--- src/rtl/sample_packer_if.sv ---
// Sample stream in, packed-word stream out, plus flush/overflow control.
// The slave modport is the packer; the master modport is its environment.
interface sample_packer_if #(
    parameter int DATA_WIDTH = 8,
    parameter int PACK_NUM   = 4
);
    logic                             din_vld;
    logic [DATA_WIDTH-1:0]            din;
    logic                             flush;
    logic                             clr_ovf;
    logic                             dout_vld;
    logic                             dout_rdy;
    logic [PACK_NUM*DATA_WIDTH-1:0]   dout;
    logic [3:0]                       dout_cnt;
    logic                             ovf;

    modport slave (
        input  din_vld, din, flush, clr_ovf, dout_rdy,
        output dout_vld, dout, dout_cnt, ovf
    );

    modport master (
        output din_vld, din, flush, clr_ovf, dout_rdy,
        input  dout_vld, dout, dout_cnt, ovf
    );
endinterface

--- src/rtl/sample_packer.sv ---
// Packs PACK_NUM consecutive samples into one word (lane 0 = first sample)
// and queues finished words in a 2-entry output FIFO with valid/ready.
// The FIFO is a head/tail shift pair so every output is a plain register.
module sample_packer #(
    parameter int DATA_WIDTH = 8,
    parameter int PACK_NUM   = 4
) (
    input  logic               clk_i,
    input  logic               rst_n_i,
    sample_packer_if.slave     bus
);
    localparam int WORD_W = PACK_NUM * DATA_WIDTH;

    logic [3:0]        lane_cnt_q, lane_cnt_d;
    logic [WORD_W-1:0] lanes_q, lanes_d;
    logic [WORD_W-1:0] head_data_q, head_data_d;
    logic [3:0]        head_cnt_q, head_cnt_d;
    logic [WORD_W-1:0] tail_data_q, tail_data_d;
    logic [3:0]        tail_cnt_q, tail_cnt_d;
    logic [1:0]        occ_q, occ_d;
    logic              dout_vld_q, dout_vld_d;
    logic              ovf_q, ovf_d;

    logic [WORD_W-1:0] word_s;
    logic [3:0]        fill_cnt_s;
    logic              full_s;
    logic              push_s;
    logic              pop_s;
    logic              push_ok_s;
    logic              drop_s;

    // Word assembly: merge the incoming sample into its lane and decide on a push.
    always_comb begin
        word_s = lanes_q;
        for (int k = 0; k < PACK_NUM; k++) begin
            if (bus.din_vld && (lane_cnt_q == 4'(k))) begin
                word_s[k*DATA_WIDTH +: DATA_WIDTH] = bus.din;
            end else begin
                word_s[k*DATA_WIDTH +: DATA_WIDTH] = lanes_q[k*DATA_WIDTH +: DATA_WIDTH];
            end
        end
        fill_cnt_s = lane_cnt_q + {3'b000, bus.din_vld};
        full_s     = bus.din_vld && (lane_cnt_q == 4'(PACK_NUM - 1));
        // A flush that lands on a word just completed by this sample adds nothing extra.
        push_s     = full_s || (bus.flush && (fill_cnt_s != 4'd0));
        pop_s      = dout_vld_q && bus.dout_rdy;
        push_ok_s  = push_s && ((occ_q != 2'd2) || pop_s);
        drop_s     = push_s && !push_ok_s;
        // Counter and lanes restart after any push, dropped or not, to keep alignment.
        if (push_s) begin
            lane_cnt_d = 4'd0;
            lanes_d    = '0;
        end else begin
            lane_cnt_d = fill_cnt_s;
            lanes_d    = word_s;
        end
    end

    // Output FIFO next state: head is what the consumer sees, tail is the spare slot.
    always_comb begin
        head_data_d = head_data_q;
        head_cnt_d  = head_cnt_q;
        tail_data_d = tail_data_q;
        tail_cnt_d  = tail_cnt_q;
        occ_d       = occ_q;
        case ({push_ok_s, pop_s})
            2'b10: begin
                if (occ_q == 2'd0) begin
                    head_data_d = word_s;
                    head_cnt_d  = fill_cnt_s;
                end else begin
                    tail_data_d = word_s;
                    tail_cnt_d  = fill_cnt_s;
                end
                occ_d = occ_q + 2'd1;
            end
            2'b01: begin
                head_data_d = tail_data_q;
                head_cnt_d  = tail_cnt_q;
                tail_data_d = '0;
                tail_cnt_d  = 4'd0;
                occ_d       = occ_q - 2'd1;
            end
            2'b11: begin
                if (occ_q == 2'd1) begin
                    head_data_d = word_s;
                    head_cnt_d  = fill_cnt_s;
                end else begin
                    head_data_d = tail_data_q;
                    head_cnt_d  = tail_cnt_q;
                    tail_data_d = word_s;
                    tail_cnt_d  = fill_cnt_s;
                end
            end
            default: begin
                occ_d = occ_q;
            end
        endcase
        dout_vld_d = (occ_d != 2'd0);
        // Sticky overflow: a drop in the same cycle as a clear keeps the flag set.
        if (drop_s) begin
            ovf_d = 1'b1;
        end else if (bus.clr_ovf) begin
            ovf_d = 1'b0;
        end else begin
            ovf_d = ovf_q;
        end
    end

    // State registers with asynchronous clear of all lanes, FIFO entries and flags.
    always_ff @(posedge clk_i or negedge rst_n_i) begin
        if (!rst_n_i) begin
            lane_cnt_q  <= 4'd0;
            lanes_q     <= '0;
            head_data_q <= '0;
            head_cnt_q  <= 4'd0;
            tail_data_q <= '0;
            tail_cnt_q  <= 4'd0;
            occ_q       <= 2'd0;
            dout_vld_q  <= 1'b0;
            ovf_q       <= 1'b0;
        end else begin
            lane_cnt_q  <= lane_cnt_d;
            lanes_q     <= lanes_d;
            head_data_q <= head_data_d;
            head_cnt_q  <= head_cnt_d;
            tail_data_q <= tail_data_d;
            tail_cnt_q  <= tail_cnt_d;
            occ_q       <= occ_d;
            dout_vld_q  <= dout_vld_d;
            ovf_q       <= ovf_d;
        end
    end

    assign bus.dout_vld = dout_vld_q;
    assign bus.dout     = head_data_q;
    assign bus.dout_cnt = head_cnt_q;
    assign bus.ovf      = ovf_q;
endmodule
--- src/flat_wrapper.sv ---
// flat-port wrapper written by rule: the top's interface ports become plain ports
module sample_packer_flat 
#(
    parameter int DATA_WIDTH = 8,
    parameter int PACK_NUM   = 4
)
  (clk_i, rst_n_i, bus_din_vld, bus_din, bus_flush, bus_clr_ovf, bus_dout_rdy, bus_dout_vld, bus_dout, bus_dout_cnt, bus_ovf);
  sample_packer_if #(.DATA_WIDTH(DATA_WIDTH), .PACK_NUM(PACK_NUM)) bus_i ();
  input  logic clk_i;
  input  logic rst_n_i;
  input wire logic [$bits(bus_i.din_vld)-1:0] bus_din_vld;
  input wire logic [$bits(bus_i.din)-1:0] bus_din;
  input wire logic [$bits(bus_i.flush)-1:0] bus_flush;
  input wire logic [$bits(bus_i.clr_ovf)-1:0] bus_clr_ovf;
  input wire logic [$bits(bus_i.dout_rdy)-1:0] bus_dout_rdy;
  output wire logic [$bits(bus_i.dout_vld)-1:0] bus_dout_vld;
  output wire logic [$bits(bus_i.dout)-1:0] bus_dout;
  output wire logic [$bits(bus_i.dout_cnt)-1:0] bus_dout_cnt;
  output wire logic [$bits(bus_i.ovf)-1:0] bus_ovf;
  assign bus_i.din_vld = bus_din_vld;
  assign bus_i.din = bus_din;
  assign bus_i.flush = bus_flush;
  assign bus_i.clr_ovf = bus_clr_ovf;
  assign bus_i.dout_rdy = bus_dout_rdy;
  assign bus_dout_vld = bus_i.dout_vld;
  assign bus_dout = bus_i.dout;
  assign bus_dout_cnt = bus_i.dout_cnt;
  assign bus_ovf = bus_i.ovf;
  sample_packer #(.DATA_WIDTH(DATA_WIDTH), .PACK_NUM(PACK_NUM)) u_core (.clk_i(clk_i), .rst_n_i(rst_n_i), .bus(bus_i));
endmodule
--- config.mk ---
export PLATFORM = sky130hd
export DESIGN_NAME = sample_packer_flat
export DESIGN_NICKNAME = d
export VERILOG_FILES = /design/src/rtl/sample_packer_if.sv /design/src/rtl/sample_packer.sv /design/src/flat_wrapper.sv
export SDC_FILE = /design/constraint.sdc
export NUM_CORES = 1
export LEC_CHECK = 0
export ABC_CLOCK_PERIOD_IN_PS = 2500
export BUFFER_PORTS_ARGS = -buffer_cell sky130_fd_sc_hd__buf_4
export CAP_MARGIN = 5
export CORE_UTILIZATION = 53
export CTS_BUF_LIST = sky130_fd_sc_hd__clkbuf_4 sky130_fd_sc_hd__clkbuf_8 sky130_fd_sc_hd__clkbuf_16
export DETAILED_ROUTE_END_ITERATION = 10
export GPL_ROUTABILITY_DRIVEN = 0
export PLACE_DENSITY = 0.81
export SYNTH_ARGS = -nofsm -noshare
export SYNTH_HDL_FRONTEND = slang
export SYNTH_SLANG_ARGS = --single-unit
export TNS_END_PERCENT = 100
--- constraint.sdc ---
create_clock -name clk_i -period 2.5 [get_ports clk_i]
set_input_delay 0.75 -clock clk_i [delete_from_list [all_inputs] [get_ports clk_i]]
set_output_delay 0.75 -clock clk_i [all_outputs]
set_load 0.02 [all_outputs]
==> impl_metrics.toml <==
[timing]
final-hold-violation-count = 0
period_needed_ps = 2280
finalClockSkew_ps = 16.8
setup_violations = 0
fin_setup_tns_ps = 0
rsz0062_at_grt = "no"
clock.fmax_mhz = 439
tightest_slew_ps = 546
whs_ps = 330
slew-limit-headroom_pct = 63.6
setup_slack_ps = 224
fin_crit_sh_pct = 91.1
finalMaxSlewViolations = 0

[finish]
area.growth.synth_to_final_pct = 21.2
diodes = 0
nets = 544
fillers = 753
layout-drive-gt1-share_pct = 26.6
post-route-util_pct = 65.7
stdcell_count = 663

[critical_path]
crit_chain = "buf_4 > ha_2 > ha_4 > xnor2_4 > o211ai_4 > o2111ai_4 > and2_4 > a221o_1"
start_kind = "input port"
slowest_delay_ps = 500
cp.required_ps = 2810
worstSetupEndpointType = "register"
cp_slowest_cell = "and2_4"
cp_max_fo = 34
arrival_ps = 2590
critPathKind = "input port to register"

[yosys]
synth_edf_count = 0
synth_area_per_cell_um2 = 11.9
yosys_warnings = 0
ys.flop_type = "dfrtp_1"
yosysSeqAreaShare_pct = 53.2
async_flop_share_pct = 100
syn_nets = 461
synthDistinctLibCells = 43
synthCells = 442
synthesis.area_um2 = 5270
synth_seq_cells = 112

[clock_network]
clock-sinks = 112
clk_pin_slew_ps = 110
cts_tree = "done"
cts_buffers = 9
ctsHoldBuffers = 0
cts-root-buf = "clkbuf_8"
cts_resized = 0
insertion_delay_ps = 380
clock_path_buffers = 2
cts_setup_buffers = 0
cts_htree_levels = 3

[floorplanning]
die_area_um2 = 10400
core_um2 = 9730
ios = 52
start_util_pct = 54.2
die_x_um = 102
rows = 36
die_y_um = 102

[routing]
drt-pass1-iter-count = 8
post-route-drc-count = 0
wl_mm = 12.9
viasPerCell = 5.97
wl_per_cell_um = 19.5
ant_nets = 0
vias = 3961
first_iter_violations = 276

[global_routing]
grt_pass1_wl_mm = 20.8
overflow = 0
grt_max_degree = 69
grt_pass1_vias = 4003
grt.total_usage_pct = 26.5
antenna_found_initial = 0

[place]
dp.cells = 647
pre_cts_slack_ps = -143
portBuffers = 51
dp.final_hpwl_mm = 8.45

[min_path]
hp-class = "input port to async pin"

[job]
maxCapViolCount = 0

[pwr]
leakagePower_uw = 0.00299
power_density_nw_per_um2 = 1230
ir_worst_vdd_v = 0.000589

[run_status]
outcome = "complete, no violations"
synth_stat cells, types with 3 or more instances:
cell | instances | area, µm²
nand2_1 | 5 | 18.8
ha_1 | 5 | 62.6
o2bb2ai_1 | 36 | 315
nor2_1 | 41 | 154
dfrtp_1 | 112 | 2800
inv_1 | 39 | 146
buf_1 | 3 | 11.3
nor3_1 | 36 | 180
clkbuf_1 | 11 | 41.3
a221o_1 | 34 | 340
buf_2 | 6 | 30.0
mux2i_1 | 66 | 661
a21oi_1 | 3 | 15.0
buf_8 | 3 | 45.0
buf_6 | 7 | 78.8
cells in the final DEF, fill, tap and decap left out, types with 2 or more instances in the layout:
cell type / Yosys / routed
o2bb2ai_1: 36 / 36
clkinvlp_4: 0 / 2
o221a_2: 2 / 2
inv_1: 39 / 39
nand2_1: 5 / 5
clkbuf_4: 0 / 2
clkbuf_8: 0 / 9
o21ai_0: 2 / 2
a221o_1: 34 / 34
ha_1: 5 / 3
dfrtp_1: 112 / 112
or3_1: 2 / 2
a21oi_1: 3 / 2
buf_12: 0 / 12
nor3_1: 36 / 36
o211a_1: 2 / 2
mux2i_1: 66 / 66
and3_1: 2 / 2
nor2_1: 41 / 40
buf_4: 1 / 91
state kept, by name, indices dropped and copies added (netlist names):
name and flops:
u_core.tail_cnt_q 4, u_core.occ_q 2, u_core.tail_data_q 32, u_core.bus.dout_cnt 4, u_core.bus.dout 32, u_core.lane_cnt_q 4
u_core.lanes_q 32, u_core.bus.dout_vld 1, u_core.bus.ovf 1
path summary, 6_finish.rpt:
kind	to	cells after the start	from	slack (ps)
max reg2reg	u_core.bus.dout[31]	7	u_core.lane_cnt_q[0]	220
min reg2reg	u_core.tail_data_q[16]	1	u_core.tail_data_q[16]	500
min in group clk_i	u_core.tail_data_q[16]	1	u_core.tail_data_q[16]	500
min	u_core.lanes_q[20]	1	rst_n_i	330
max	u_core.bus.dout[31]	8	bus_din_vld	220
max in group asynchronous	u_core.lane_cnt_q[2]	2	rst_n_i	1510
cells by family after synthesis:
kind of cell,share of synthesized area (%)
flip-flops,53.2
AND/OR/NAND/NOR,9.14
AO/OA/AOI/OAI,16.2
buffers and inverters,6.83
multiplexers,12.5
adder cells (fa/ha/maj),1.19
XOR/XNOR,0.949
critical path, delay by kind of cell:
family | cells | cell delay (ps)
simple gates | 1 | 500
buf+inv | 1 | 120
xor+xnor | 1 | 190
fa+ha+maj | 2 | 380
compound gates | 3 | 640
per-layer routing:
layer	wire [µm]	global-route usage, %
met1	5640	35.6
met5	0	0
met3	676	3.80
met4	272	10.1
met2	6310	43.7
metrics by stage:
step | power (µW) | area (µm²)
floorplan | 5210 | 5310
global placement | 6590 | 6190
detailed placement | 6750 | 6190
CTS | 7880 | 6390
global route | 8320 | 6390
finish | 7880 | 6390
where the power goes:
part	total [µW]	leakage (µW)	switching, µW	internal, µW
Combinational	3930	0.00137	2160	1760
Clock	1130	0.0000985	638	496
Sequential	2820	0.00152	385	2440
layout make-up:
cell class,instances,area (µm²),share of cell area [%]
Clock buffer,11,139,2.17
Clock inverter,5,65.1,1.02
Inverter,39,146,2.29
Multi-Input combinational cell,260,2150,33.6
Sequential cell,112,2800,43.9
Tap cell,133,166,2.60
Timing Repair Buffer,103,923,14.4
Power figures use the tool's default switching activity.
